$ cat src/rtl/seq_shifter_pkg.sv
// rtl/seq_shifter_pkg.sv - shared width, mode and state encodings for seq_shifter
package seq_shifter_pkg;

  localparam int WIDTH   = 16;
  localparam int COUNT_W = 4;

  typedef logic [WIDTH-1:0]   word_t;
  typedef logic [COUNT_W-1:0] count_t;

  typedef enum logic [1:0] {
    MODE_PASS = 2'b00,
    MODE_LEFT = 2'b01,
    MODE_LSR  = 2'b10,
    MODE_ASR  = 2'b11
  } mode_t;

  typedef enum logic [1:0] {
    ST_IDLE  = 2'b00,
    ST_SHIFT = 2'b01,
    ST_DONE  = 2'b10
  } state_t;

endpackage

$ cat src/rtl/shifter.sv
// rtl/shifter.sv - combinational single-bit shift of one word in the selected mode
module shifter
  import seq_shifter_pkg::*;
(
  input  word_t din,
  input  mode_t mode,
  output word_t dout
);

  always_comb begin
    dout = din;
    case (mode)
      MODE_LEFT: dout = {din[WIDTH-2:0], 1'b0};
      MODE_LSR:  dout = {1'b0, din[WIDTH-1:1]};
      MODE_ASR:  dout = {din[WIDTH-1], din[WIDTH-1:1]};
      default:   dout = din;
    endcase
  end

endmodule

$ cat src/rtl/seq_shifter.sv
// rtl/seq_shifter.sv - multi-cycle shifter: one bit per clock, N shifts per request
// Operands are captured on the accepted start edge; inputs are ignored while busy.
module seq_shifter
  import seq_shifter_pkg::*;
(
  input  logic             clk,
  input  logic             reset,
  input  logic             start,
  input  logic [WIDTH-1:0] in,
  input  logic [1:0]       shift,
  input  logic [3:0]       amount,
  output logic             busy,
  output logic             done,
  output logic [WIDTH-1:0] sout
);

  state_t state;
  mode_t  mode;
  count_t count;
  word_t  step;

  shifter u_step (
    .din  (sout),
    .mode (mode),
    .dout (step)
  );

  always_ff @(posedge clk or posedge reset) begin
    if (reset) begin
      state <= ST_IDLE;
      mode  <= MODE_PASS;
      count <= '0;
      sout  <= '0;
      busy  <= 1'b0;
      done  <= 1'b0;
    end else begin
      case (state)
        ST_IDLE: begin
          if (start) begin
            sout  <= in;
            mode  <= mode_t'(shift);
            count <= amount;
            busy  <= 1'b1;
            // pass mode and zero distance skip straight to the result cycle
            if (amount != '0 && mode_t'(shift) != MODE_PASS) begin
              state <= ST_SHIFT;
              done  <= 1'b0;
            end else begin
              state <= ST_DONE;
              done  <= 1'b1;
            end
          end
        end
        ST_SHIFT: begin
          sout  <= step;
          count <= count - count_t'(1);
          if (count == count_t'(1)) begin
            state <= ST_DONE;
            done  <= 1'b1;
          end
        end
        ST_DONE: begin
          state <= ST_IDLE;
          busy  <= 1'b0;
          done  <= 1'b0;
        end
        default: begin
          state <= ST_IDLE;
          busy  <= 1'b0;
          done  <= 1'b0;
        end
      endcase
    end
  end

endmodule

$ cat config.mk
export PLATFORM = sky130hd
export DESIGN_NAME = seq_shifter
export DESIGN_NICKNAME = d
export VERILOG_FILES = /design/src/rtl/seq_shifter_pkg.sv /design/src/rtl/shifter.sv /design/src/rtl/seq_shifter.sv
export SDC_FILE = /design/constraint.sdc
export NUM_CORES = 1
export LEC_CHECK = 0
export ABC_AREA = 1
export BUFFER_PORTS_ARGS = -buffer_cell sky130_fd_sc_hd__buf_2
export CAP_MARGIN = 20
export CORE_MARGIN = 5
export CORE_UTILIZATION = 56
export CTS_BUF_LIST = sky130_fd_sc_hd__clkbuf_16
export DETAILED_ROUTE_END_ITERATION = 12
export PLACE_DENSITY = 0.95
export SYNTH_ARGS = -nofsm -noshare
export SYNTH_HDL_FRONTEND = slang
export SYNTH_SLANG_ARGS = --single-unit
$ cat constraint.sdc
create_clock -name clk -period 2.5 [get_ports clk]
set_input_delay 0.5 -clock clk [delete_from_list [all_inputs] [get_ports clk]]
set_output_delay 0.5 -clock clk [all_outputs]
set_load 0.02 [all_outputs]
==> metrics <==
Synth warnings 0; first-pass GRT wire length 6100 um; Filler cells 240; share of post-route cells with drive strength above 1 20.6%; Die ar. 0.00392 mm^2; crit path time final 1.65 ns; total grt overflow 0; antenna viol nets, final 0; Initial Util 57.1%; CTS resizes 0; I/O pins 43; Die Y 62.6 um; initial antenna violation count 0; Core ar. 0.00271 mm^2; Post-CTS Hold Buffers 0; Synth Cell Area 0.00155 mm^2; wire per inst 11.7 um; slew margin rel. 73.0%; met3 usage 5.04%; row cnt 19; DIE WIDTH 62.6 um; Synth-to-Final Area Change 18.9%; actual slew at the worst max-slew pin 0.404 ns; Layout Nets 305; vias post-DR 1573; Tcrit/Tclk final 65.9%; drc violations 0; Max Cap Viol 0; setup bufs post-CTS 0; Worst EP required 2.65 ns; Peak Freq 0.607 GHz; Placer Congestion 0.857; Worst Path Max Fanout 18; Pre-antenna DRT Iters 4; First DRT Iteration DRCs 62; cell count after synthesis 237; Post-Syn Area per Cell 6.53 um^2; largest net degree at the start of global routing 26; Total GRT Usage 18.8%; vias in the first global route 1413; TNS Setup 0 ns; final hold vios 0; Setup Viol. Count Final 0; critical path class flip-flop to flip-flop; IO Port Bufs 42; Peak VDD IR 0.850 mV; met1 Usage GRT 23.9%; RSZ-0062 raised after global routing false; GR Util met2 30.8%; dpl hpwl 2590 um; syn nets 264; Routed WL 3610 um; TritonCTS clock tree yes; post-DR vias/cell 5.11; Slew Viols, Final 0; Final Skew 0.00265 ns; clock root buffer clkbuf_16; clock slew at reported path FFs 0.06 ns; H-tree depth 1; Worst Setup End Kind flip-flop; Placed Cells 304; Max clock buf depth 2; ANT cells 0; final non-filler cell total 308; leak pwr 1.13 nW; status finished clean; CTS buffer count 3; #FFs+latches synth 25; Skew-Pair Late Insertion Delay 0.26 ns; final core utilization 67.9%; hold crit path type input port to async pin; pwr/cell area 1410 mW/mm^2; CP arrival 1.79 ns; Seq/Total Area, Yosys 40.4%; CP Launch Type flip-flop; synth unique cells 19; CTS sink cnt 25; GR peak layer met2; total power 0.00260 W
[stage by stage]
step	worst slack (ns)	hold slack [ns]	instance area, um^2
6_report	0.853	0.286	1840
3_5_place_dp	0.846	0.488	1760
4_1_cts	0.853	0.301	1840
2_1_floorplan	1.17	0.477	1550
3_3_place_gp	0.895	0.460	1760
5_1_grt	0.716	0.323	1840
[path summary, 6_finish.rpt]
check,to,cells after the start,slack [ns],start
min,sout[5]$_DFFE_PP0P_,3,0.29,reset
min in group clk,count[2]$_DFFE_PP0P_,3,0.47,amount[2]
max in group asynchronous,busy$_DFFE_PP0P_,3,1.97,reset
max reg2reg,sout[12]$_DFFE_PP0P_,7,0.85,mode[1]$_DFFE_PP0P_
max,sout[12]$_DFFE_PP0P_,7,0.85,mode[1]$_DFFE_PP0P_
min reg2reg,sout[8]$_DFFE_PP0P_,2,0.51,sout[8]$_DFFE_PP0P_
[worst max-delay path: stages, from the launching register on]
cell and delay, ns:
dfrtp_1 0.38, buf_4 0.20, inv_2 0.23, nand3_2 0.13
nand2_2 0.26, inv_2 0.19, nand2_1 0.10, nand2_1 0.06
[power by group]
part	internal, W	switching [W]	leakage [nW]
clock	0.000215	0.000138	0.0409
sequential	0.000609	0.000176	0.308
combinational	0.000465	0.000995	0.784
total	0.00129	0.00131	1.13
[cell usage after synthesis, drive strengths merged]
cell type | number | share of area, %
xor2 | 1 | 0.57
dfrtp | 25 | 40
inv | 29 | 7.0
a21oi | 1 | 1.1
buf | 8 | 3.3
o211ai | 1 | 0.49
nand2 | 133 | 33
nand3 | 21 | 7.1
ha | 2 | 1.6
o21ai | 9 | 2.9
and3 | 1 | 0.40
nor2 | 6 | 2.5
[flip-flops by register name, indices dropped and copies added, names as in the netlist]
name   cells
count      4
mode       2
busy       1
state      2
sout      16
[cell type report]
type	instances	area (um^2)	share of cell area, %
clock inverters	1	5.00	0.272
well taps	31	38.8	2.11
clock buffers	3	75.1	4.08
repair buffers	44	225	12.2
multi-input cells	175	762	41.4
flip-flops and latches	25	626	34.0
inverters	29	109	5.91
[logic make-up after synthesis]
group / synth area share, %
compound gates: 4.45
xor+xnor: 0.566
fa+ha+maj: 1.62
buf+inv: 10.3
flops: 40.4
simple gates: 42.6
[cell usage in the layout (no fill, tap or decap)]
| cell type | synthesis | routed |
|---|---|---|
| a21oi_4 | 1 | 1 |
| and3_1 | 1 | 1 |
| buf_2 | 5 | 42 |
| buf_4 | 2 | 2 |
| clkbuf_16 | 0 | 3 |
| clkinv_2 | 0 | 1 |
| dfrtp_1 | 25 | 25 |
| ha_1 | 2 | 2 |
| inv_1 | 25 | 25 |
| inv_2 | 4 | 4 |
| nand2_1 | 131 | 131 |
| nand2_2 | 2 | 2 |
| nand3_1 | 20 | 20 |
| nand3_2 | 1 | 1 |
| nor2_1 | 5 | 5 |
| nor2_8 | 1 | 1 |
| o211ai_1 | 1 | 1 |
| o21ai_0 | 8 | 8 |
| o21ai_1 | 1 | 1 |
| xor2_1 | 1 | 1 |
[layer usage]
layer,share of wire (%),vias to the layer above
li1,-,794
met1,43,717
met2,48,56
met3,7.3,6
met4,1.0,0
met5,0,-
(Power assumes the default switching activity.)
